==> src/rtl/ppg_led_scheduler.sv <==
// ---------------------------------------------------------------------------
// ppg_led_scheduler
//
// Purpose:
//   Sequences one photoplethysmography frame at a time:
//     AMB (dark) -> IR_SET -> IR_SMP -> GAP (dark) -> RED_SET -> RED_SMP -> AMB
//   While an LED phase is active, this block drives that LED, the DC
//   compensation DAC code and the PGA gain for the phase. It averages
//   2^AVG_LOG2 ADC samples at the end of each LED phase and offers the
//   result on a valid/ready port.
//
// Optional feature (compile-time macro PPG_AMBIENT_SUB_EN):
//   When defined, the last N cycles of AMB are averaged too. Each IR/RED
//   result of the frame becomes (led_avg - amb_avg), saturated at 0.
//   When undefined, AMB is plain dark time and no ambient accumulator exists.
//
// Parameters:
//   SETTLE_CYC  cycles an LED is on before sampling (>=1)
//   DARK_CYC    cycles of each dark phase (>= 2^AVG_LOG2)
//   AVG_LOG2    log2 of samples averaged per phase (0..4)
//
// Ports:
//   clk, rst_n           clock; asynchronous active-low reset
//   start, stop          begin sequencing / end at the next frame boundary
//   dc_ir, dc_red        DC compensation codes, latched on entry to AMB
//   pga_ir, pga_red      PGA gain codes, latched on entry to AMB
//   adc                  ADC result, valid every cycle
//   led_ir, led_red      LED drives (never both high)
//   dc_comp, pga_gain    analog front-end codes for the current phase
//   sample, sample_ch    averaged result and its channel (0=IR, 1=RED)
//   sample_valid/ready   result handshake
//   busy                 high in any state except IDLE
//   overrun              sticky: a result was dropped under backpressure
//
// Result handshake: sample/sample_ch are held stable while sample_valid=1.
// A transfer occurs on a rising clk edge with sample_valid=1 and
// sample_ready=1. A new result that arrives while the output holds an
// untransferred one is loaded if sample_ready=1 in that cycle. Otherwise,
// it is dropped and overrun is set.
// ---------------------------------------------------------------------------
module ppg_led_scheduler #(
  parameter int SETTLE_CYC = 16,
  parameter int DARK_CYC   = 8,
  parameter int AVG_LOG2   = 2
) (
  input  logic       clk,
  input  logic       rst_n,
  input  logic       start,
  input  logic       stop,
  input  logic [6:0] dc_ir,
  input  logic [6:0] dc_red,
  input  logic [3:0] pga_ir,
  input  logic [3:0] pga_red,
  input  logic [7:0] adc,
  output logic       led_ir,
  output logic       led_red,
  output logic [6:0] dc_comp,
  output logic [3:0] pga_gain,
  output logic [7:0] sample,
  output logic       sample_ch,
  output logic       sample_valid,
  input  logic       sample_ready,
  output logic       busy,
  output logic       overrun
);

  localparam int N  = 1 << AVG_LOG2;
  localparam int AW = 8 + AVG_LOG2;
  localparam int CW = 16;

  // Counter reload values: each state counts down to 0 and then leaves.
  localparam logic [CW-1:0] C_DARK   = CW'(DARK_CYC - 1);
  localparam logic [CW-1:0] C_SETTLE = CW'(SETTLE_CYC - 1);
  localparam logic [CW-1:0] C_SMP    = CW'(N - 1);
  localparam logic [CW-1:0] C_WIN    = CW'(N);

  localparam logic [6:0] DC_IDLE  = 7'd64;
  localparam logic [3:0] PGA_IDLE = 4'd0;

  typedef enum logic [2:0] {
    S_IDLE    = 3'd0,
    S_AMB     = 3'd1,
    S_IR_SET  = 3'd2,
    S_IR_SMP  = 3'd3,
    S_GAP     = 3'd4,
    S_RED_SET = 3'd5,
    S_RED_SMP = 3'd6
  } state_t;

  state_t          r_state;
  logic [CW-1:0]   r_cnt;
  logic            r_stop_pend;
  logic [6:0]      r_dc_ir;
  logic [6:0]      r_dc_red;
  logic [3:0]      r_pga_ir;
  logic [3:0]      r_pga_red;
  logic [AW-1:0]   r_acc;
  logic            r_led_ir;
  logic            r_led_red;
  logic [6:0]      r_dc_comp;
  logic [3:0]      r_pga_gain;
  logic [7:0]      r_sample;
  logic            r_sample_ch;
  logic            r_sample_valid;
  logic            r_busy;
  logic            r_overrun;

  state_t          w_nxt_state;
  logic [CW-1:0]   w_nxt_cnt;
  logic            w_last;
  logic            w_stop_eff;
  logic            w_smp;
  logic            w_first_smp;
  logic [AW-1:0]   w_acc_sum;
  logic [7:0]      w_led_avg;
  logic [7:0]      w_result;
  logic            w_new_res;
  logic            w_new_ch;
  logic            w_enter_amb;
  logic            w_start_frame;
  logic [6:0]      w_nxt_dc;
  logic [3:0]      w_nxt_pga;

  assign w_last     = (r_cnt == '0);
  // A stop seen in the final RED_SMP cycle still ends the frame there.
  assign w_stop_eff = r_stop_pend | stop;

  // -------------------------------------------------------------------------
  // Next-state and duration counter
  // -------------------------------------------------------------------------
  always_comb begin
    w_nxt_state = r_state;
    w_nxt_cnt   = w_last ? '0 : (r_cnt - CW'(1));
    case (r_state)
      S_IDLE: begin
        w_nxt_cnt = '0;
        if (start && !stop) begin
          w_nxt_state = S_AMB;
          w_nxt_cnt   = C_DARK;
        end
      end
      S_AMB: if (w_last) begin
        w_nxt_state = S_IR_SET;
        w_nxt_cnt   = C_SETTLE;
      end
      S_IR_SET: if (w_last) begin
        w_nxt_state = S_IR_SMP;
        w_nxt_cnt   = C_SMP;
      end
      S_IR_SMP: if (w_last) begin
        w_nxt_state = S_GAP;
        w_nxt_cnt   = C_DARK;
      end
      S_GAP: if (w_last) begin
        w_nxt_state = S_RED_SET;
        w_nxt_cnt   = C_SETTLE;
      end
      S_RED_SET: if (w_last) begin
        w_nxt_state = S_RED_SMP;
        w_nxt_cnt   = C_SMP;
      end
      S_RED_SMP: if (w_last) begin
        if (w_stop_eff) begin
          w_nxt_state = S_IDLE;
          w_nxt_cnt   = '0;
        end else begin
          w_nxt_state = S_AMB;
          w_nxt_cnt   = C_DARK;
        end
      end
      default: begin
        w_nxt_state = S_IDLE;
        w_nxt_cnt   = '0;
      end
    endcase
  end

  assign w_enter_amb   = (w_nxt_state == S_AMB) && (r_state != S_AMB);
  assign w_start_frame = (r_state == S_IDLE) && (w_nxt_state == S_AMB);

  // -------------------------------------------------------------------------
  // LED-phase averaging: the first SMP cycle restarts the sum, so no
  // separate clear is needed between phases.
  // -------------------------------------------------------------------------
  assign w_smp       = (r_state == S_IR_SMP) || (r_state == S_RED_SMP);
  assign w_first_smp = (r_cnt == C_SMP);
  assign w_acc_sum   = (w_first_smp ? {AW{1'b0}} : r_acc) + AW'(adc);
  assign w_led_avg   = 8'(w_acc_sum >> AVG_LOG2);
  assign w_new_res   = w_smp && w_last;
  assign w_new_ch    = (r_state == S_RED_SMP);

`ifdef PPG_AMBIENT_SUB_EN
  logic [AW-1:0] r_amb_acc;
  logic [7:0]    r_amb_avg;
  logic          w_amb_win;
  logic          w_amb_first;
  logic [AW-1:0] w_amb_sum;

  // The ambient window is the tail of AMB, nearest to the IR turn-on.
  assign w_amb_win   = (r_state == S_AMB) && (r_cnt < C_WIN);
  assign w_amb_first = (r_state == S_AMB) && (r_cnt == C_SMP);
  assign w_amb_sum   = (w_amb_first ? {AW{1'b0}} : r_amb_acc) + AW'(adc);
  assign w_result    = (w_led_avg > r_amb_avg) ? (w_led_avg - r_amb_avg) : 8'd0;

  always_ff @(posedge clk or negedge rst_n) begin
    if (!rst_n) begin
      r_amb_acc <= '0;
      r_amb_avg <= '0;
    end else if (w_amb_win) begin
      r_amb_acc <= w_amb_sum;
      if (w_last) r_amb_avg <= 8'(w_amb_sum >> AVG_LOG2);
    end
  end
`else
  assign w_result = w_led_avg;
`endif

  // -------------------------------------------------------------------------
  // Front-end code for the state being entered. On entry to AMB, the codes
  // are being latched on that same edge, so the inputs are used directly.
  // -------------------------------------------------------------------------
  always_comb begin
    w_nxt_dc  = DC_IDLE;
    w_nxt_pga = PGA_IDLE;
    case (w_nxt_state)
      S_AMB: begin
        w_nxt_dc  = w_enter_amb ? dc_ir  : r_dc_ir;
        w_nxt_pga = w_enter_amb ? pga_ir : r_pga_ir;
      end
      S_IR_SET, S_IR_SMP: begin
        w_nxt_dc  = r_dc_ir;
        w_nxt_pga = r_pga_ir;
      end
      S_RED_SET, S_RED_SMP: begin
        w_nxt_dc  = r_dc_red;
        w_nxt_pga = r_pga_red;
      end
      default: begin
        w_nxt_dc  = DC_IDLE;
        w_nxt_pga = PGA_IDLE;
      end
    endcase
  end

  // -------------------------------------------------------------------------
  // Frame FSM with registered outputs. Outputs are computed from the next
  // state, so they change on the same edge as r_state.
  // -------------------------------------------------------------------------
  always_ff @(posedge clk or negedge rst_n) begin
    if (!rst_n) begin
      r_state        <= S_IDLE;
      r_cnt          <= '0;
      r_stop_pend    <= 1'b0;
      r_dc_ir        <= '0;
      r_dc_red       <= '0;
      r_pga_ir       <= '0;
      r_pga_red      <= '0;
      r_acc          <= '0;
      r_led_ir       <= 1'b0;
      r_led_red      <= 1'b0;
      r_dc_comp      <= DC_IDLE;
      r_pga_gain     <= PGA_IDLE;
      r_sample       <= '0;
      r_sample_ch    <= 1'b0;
      r_sample_valid <= 1'b0;
      r_busy         <= 1'b0;
      r_overrun      <= 1'b0;
    end else begin
      r_state <= w_nxt_state;
      r_cnt   <= w_nxt_cnt;

      if ((r_state == S_RED_SMP) && w_last && w_stop_eff)
        r_stop_pend <= 1'b0;
      else if ((r_state != S_IDLE) && stop)
        r_stop_pend <= 1'b1;

      if (w_enter_amb) begin
        r_dc_ir   <= dc_ir;
        r_dc_red  <= dc_red;
        r_pga_ir  <= pga_ir;
        r_pga_red <= pga_red;
      end

      if (w_smp) r_acc <= w_acc_sum;

      r_led_ir   <= (w_nxt_state == S_IR_SET)  || (w_nxt_state == S_IR_SMP);
      r_led_red  <= (w_nxt_state == S_RED_SET) || (w_nxt_state == S_RED_SMP);
      r_dc_comp  <= w_nxt_dc;
      r_pga_gain <= w_nxt_pga;
      r_busy     <= (w_nxt_state != S_IDLE);

      // Result port
      if (w_new_res) begin
        if (!r_sample_valid || sample_ready) begin
          r_sample       <= w_result;
          r_sample_ch    <= w_new_ch;
          r_sample_valid <= 1'b1;
        end else begin
          r_overrun <= 1'b1;
        end
      end else if (r_sample_valid && sample_ready) begin
        r_sample_valid <= 1'b0;
      end

      if (w_start_frame) r_overrun <= 1'b0;
    end
  end

  assign led_ir       = r_led_ir;
  assign led_red      = r_led_red;
  assign dc_comp      = r_dc_comp;
  assign pga_gain     = r_pga_gain;
  assign sample       = r_sample;
  assign sample_ch    = r_sample_ch;
  assign sample_valid = r_sample_valid;
  assign busy         = r_busy;
  assign overrun      = r_overrun;

endmodule

==> config.mk <==
export PLATFORM = sky130hd
export DESIGN_NAME = ppg_led_scheduler
export DESIGN_NICKNAME = d
export VERILOG_FILES = /design/src/rtl/ppg_led_scheduler.sv
export SDC_FILE = /design/constraint.sdc
export NUM_CORES = 1
export LEC_CHECK = 0
export ABC_AREA = 1
export BUFFER_PORTS_ARGS = -buffer_cell sky130_fd_sc_hd__buf_2
export CAP_MARGIN = 20
export CORE_ASPECT_RATIO = 0.6
export CORE_UTILIZATION = 64
export CTS_BUF_LIST = sky130_fd_sc_hd__clkbuf_8
export CTS_CLUSTER_DIAMETER = 60
export DETAILED_ROUTE_END_ITERATION = 8
export HOLD_SLACK_MARGIN = 0.03
export PLACE_DENSITY = 0.85
export SLEW_MARGIN = 25
export SYNTH_ARGS = -nofsm -noshare
export SYNTH_HDL_FRONTEND = slang
export SYNTH_SLANG_ARGS = --single-unit
export TNS_END_PERCENT = 30
==> constraint.sdc <==
create_clock -name clk -period 7.65 [get_ports clk]
set_input_delay 0.3825 -clock clk [delete_from_list [all_inputs] [get_ports clk]]
set_output_delay 0.3825 -clock clk [all_outputs]
set_load 0.02 [all_outputs]
==> results.md <==
- Proportion of synthesized chip area in sequential cells: 0.474
- RSZ-0062 raised after global routing: no
- Maximum VDD drop: 0.308 mV
- RR Startpoint: r_cnt[0]
- Placeable core area: 6140 um2
- Worst hold path class: in -> async
- Total power per unit cell area: 530 nW/um2
- Global-route wire length before repair: 15100 um
- Via Count: 3525
- Filler instances: 446
- Quantity of I/O buffers inserted on ports: 59
- Worst Setup Start Kind: flop
- Number of buffers between clock root and the deepest sink: 2
- Count of pins on the block boundary: 60
- Area of the die: 6690 um2
- Final period utilization: 0.393
- Slew @ Worst Pin: 0.687 ns
- Library cell appearing most often on the critical path: sky130_fd_sc_hd__nand2_1
- Final period demand of the worst path: 3.01 ns
- Gate count after technology mapping: 507
- Post-detailed-placement half-perimeter wirelength: 6400 um
- Total count of hold-check failures in the final report: 0
- Later-pin clock latency in the skew report: 0.35 ns
- Sum of negative setup slack: 0 ns
- Cell at the root of the clock tree: sky130_fd_sc_hd__clkbuf_8
- Total wire length after detailed routing: 9230 um
- Number of global-route vias before repair: 3144
- Proportion of layout cells with a drive suffix above 1: 0.180
- P_leak: 2.54 nW
- Max-slew headroom: 0.541
- Number of synthesized flops with an enable pin: 0
- H-tree depth: 3
- Cells along the critical path: inv_1 > ha_1 > nand2_2 > nor2_4 > nand2_1 > inv_2 > nand4_1 > nand2_2 > nor3_4 > nand2_1 > clkinv_1 > nand3_1 > nand2_1
- Initial Utilization: 0.663
- Endpoint of the worst-slack reg-to-reg timing path: dc_comp[5]
- Buffers inserted during post-CTS setup optimization: 0
- Dpl cell area: 4390 um2
- CP Max Fanout: 15
- Horizontal die dimension: 105 um
- Number of DRC violations after detailed-routing iteration 0: 271
- Register clock-pin slew on the reported worst setup and hold paths: 0.09 ns
- Combined flip-flop and latch cell area: 1930 um2
- TritonCTS buffer count: 9
- Endpoint type of the worst setup path: flop
- Routed WL per cell: 14.2 um
- Iteration count of the initial detailed-routing pass: 5
- Worst stage delay on the critical path: 0.41 ns
- Pin count of the biggest net entering global routing: 78
- Count of pins over their slew limit: 0
- Highest metal layer with signal wires: met4
- Area taken by multi-input logic gates: 1790 um2
- Number of cells traversed by the worst register-to-register path: 13
- Required @ worst endpoint: 7.89 ns
- Synthesized Nets: 553
- Grt ovf: 0
- Area of the mapped netlist: 4070 um2
- Routed length on met3: 697 um
- Vias per inst: 5.41
- Prevailing post-synth register cell: sky130_fd_sc_hd__dfrtp_1
- Number of flip-flops and latches in the synthesized netlist: 77
- Cell type of the slowest stage on the worst timing path: sky130_fd_sc_hd__dfrtp_1
- Overall die height: 63.8 um
- Placer's final routability congestion estimate: 0.934
- Number of different library cells in the post-synthesis netlist: 36
- Maxcap violations: 0
- Layout overhead on the synthesized area: 13.2%
- Number of gates given a new drive strength after cts: 0
- Register-to-register setup slack: 4.64 ns
- Post-route ant nets: 0
- Achievable Freq: 333 MHz
- Crit Path Class: reg -> reg
- Post-CTS Hold Buffers: 0
- All-layer global routing usage: 0.294
- Routed length on met2: 4180 um
- Number of clock sinks: 77
- Std-Cell Rows: 22
- Mean post-synth cell area: 8.03 um2
- Drc violations: 0
- Finished layout cell area: 4610 um2
- Final setup violating endpoints: 0
- Clock tree from TritonCTS: yes
- Antenna cell count: 0
- Routed met1 length: 4290 um
- Warnings, synthesis: 0
- Launching element of the worst setup path: r_cnt[0]
- Initial antenna violation count: 0
- Net count of the finished layout: 609
- Largest clock skew in the final design: 0.00974 ns
- Arrival time of the worst setup path: 3.24 ns
- Asr flop ratio synth: 1.00
- Result of the run: complete, no violations
cell usage in the layout (no fill, tap or decap), types with 8 or more instances in the layout:
cell                         n
sky130_fd_sc_hd__nand3_1    32
sky130_fd_sc_hd__nand4_1    14
sky130_fd_sc_hd__clkbuf_8    9
sky130_fd_sc_hd__o21ai_0    21
sky130_fd_sc_hd__nor2_1     40
sky130_fd_sc_hd__dfrtp_1    76
sky130_fd_sc_hd__inv_1      68
sky130_fd_sc_hd__buf_2      58
sky130_fd_sc_hd__ha_1       10
sky130_fd_sc_hd__nand2_1   151
sky130_fd_sc_hd__xor2_1     15
sky130_fd_sc_hd__a21oi_1     8
sky130_fd_sc_hd__and2_1     11
cells in the mapped netlist (2+ instances only):
cell / instances / area [um2]
sky130_fd_sc_hd__inv_1: 68 / 255
sky130_fd_sc_hd__o21ai_0: 21 / 105
sky130_fd_sc_hd__inv_2: 5 / 18.8
sky130_fd_sc_hd__nand3_1: 32 / 160
sky130_fd_sc_hd__nand3_2: 2 / 20.0
sky130_fd_sc_hd__nor2_2: 5 / 31.3
sky130_fd_sc_hd__buf_6: 2 / 22.5
sky130_fd_sc_hd__ha_1: 10 / 125
sky130_fd_sc_hd__nor2_4: 2 / 22.5
sky130_fd_sc_hd__buf_4: 3 / 22.5
sky130_fd_sc_hd__xor2_1: 15 / 131
sky130_fd_sc_hd__a21oi_1: 8 / 40.0
sky130_fd_sc_hd__dfrtp_1: 76 / 1900
sky130_fd_sc_hd__nor3_1: 7 / 35.0
sky130_fd_sc_hd__xnor2_1: 5 / 43.8
sky130_fd_sc_hd__o211ai_1: 2 / 15.0
sky130_fd_sc_hd__and2_1: 11 / 68.8
sky130_fd_sc_hd__nand4_1: 14 / 87.6
sky130_fd_sc_hd__nand2_2: 5 / 31.3
sky130_fd_sc_hd__nor2_1: 40 / 150
sky130_fd_sc_hd__clkbuf_1: 3 / 11.3
sky130_fd_sc_hd__nand2_1: 151 / 567
sky130_fd_sc_hd__nor3_2: 2 / 20.0
sky130_fd_sc_hd__buf_2: 6 / 30.0
flip-flops by register name, summed over array words and instances, names as in the netlist, 3 cells and up:
register,count
sample,8
pga_gain,4
r_dc_ir,7
r_state,3
r_acc,10
r_dc_red,7
dc_comp,7
r_pga_ir,4
r_cnt,16
r_pga_red,4
logic make-up (layout without fill, tap and decap cells):
logic type / after synthesis / count (layout) / share of synthesized area
xor gates and xnor gates: 20 / 20 / 0.0430
adders and majority gates: 11 / 11 / 0.0356
and+or+nand+nor: 277 / 277 / 0.312
buffers and inverters: 88 / 149 / 0.0894
AOI/OAI and AO/OA: 34 / 34 / 0.0467
DFF: 77 / 77 / 0.474
power breakdown:
part,total (W),internal [W],switching [W]
Combinational,0.00142,0.000455,0.000968
Clock,0.000320,0.000156,0.000164
Sequential,0.000701,0.000601,0.000100
Total,0.00244,0.00121,0.00123
worst max path at each step:
| stage | cells after the start | slack, ns | end |
|---|---|---|---|
| after floorplan | 15 | 5.17 | r_acc[8] |
| after global placement | 15 | 4.85 | r_acc[8] |
| after detailed placement | 15 | 4.80 | r_acc[8] |
| after CTS | 13 | 4.74 | pga_gain[2] |
| after global routing | 13 | 4.43 | pga_gain[2] |
| final | 13 | 4.64 | dc_comp[5] |
worst max-delay path, delay by kind of cell, from the launching register on:
kind	cells	cell delay (ns)
flip-flops	1	0.41
adder cells (fa/ha/maj)	1	0.19
AND/OR/NAND/NOR	9	1.60
buffers and inverters	3	0.67
routing by layer:
layer  vias up  track usage
li1       1692            -
met1      1661        0.425
met5         -            0
met2       162        0.450
met4         0       0.0880
met3        10       0.0643
through the flow:
step / hold WS [ns] / power [W] / setup slack [ns] / std cells / util
CTS: 0.190 / 0.00241 / 4.74 / 652 / 0.748
global route: 0.0811 / 0.00264 / 4.43 / 652 / 0.751
floorplan: 0.0869 / 0.00179 / 5.17 / 507 / -
global placement: 0.460 / 0.00199 / 4.85 / 636 / 0.715
finish: 0.0202 / 0.00244 / 4.64 / 652 / 0.751
detailed placement: 0.462 / 0.00207 / 4.80 / 636 / 0.715
layout make-up:
cell class | instances | share of cell area
Timing Repair Buffer | 59 | 0.0654
Clock buffer | 9 | 0.0269
Multi-Input combinational cell | 342 | 0.388
Sequential cell | 77 | 0.418
Inverter | 74 | 0.0603
Tap cell | 84 | 0.0228
Clock inverter | 7 | 0.0179
Note: power is estimated with default switching activity, not from simulation.
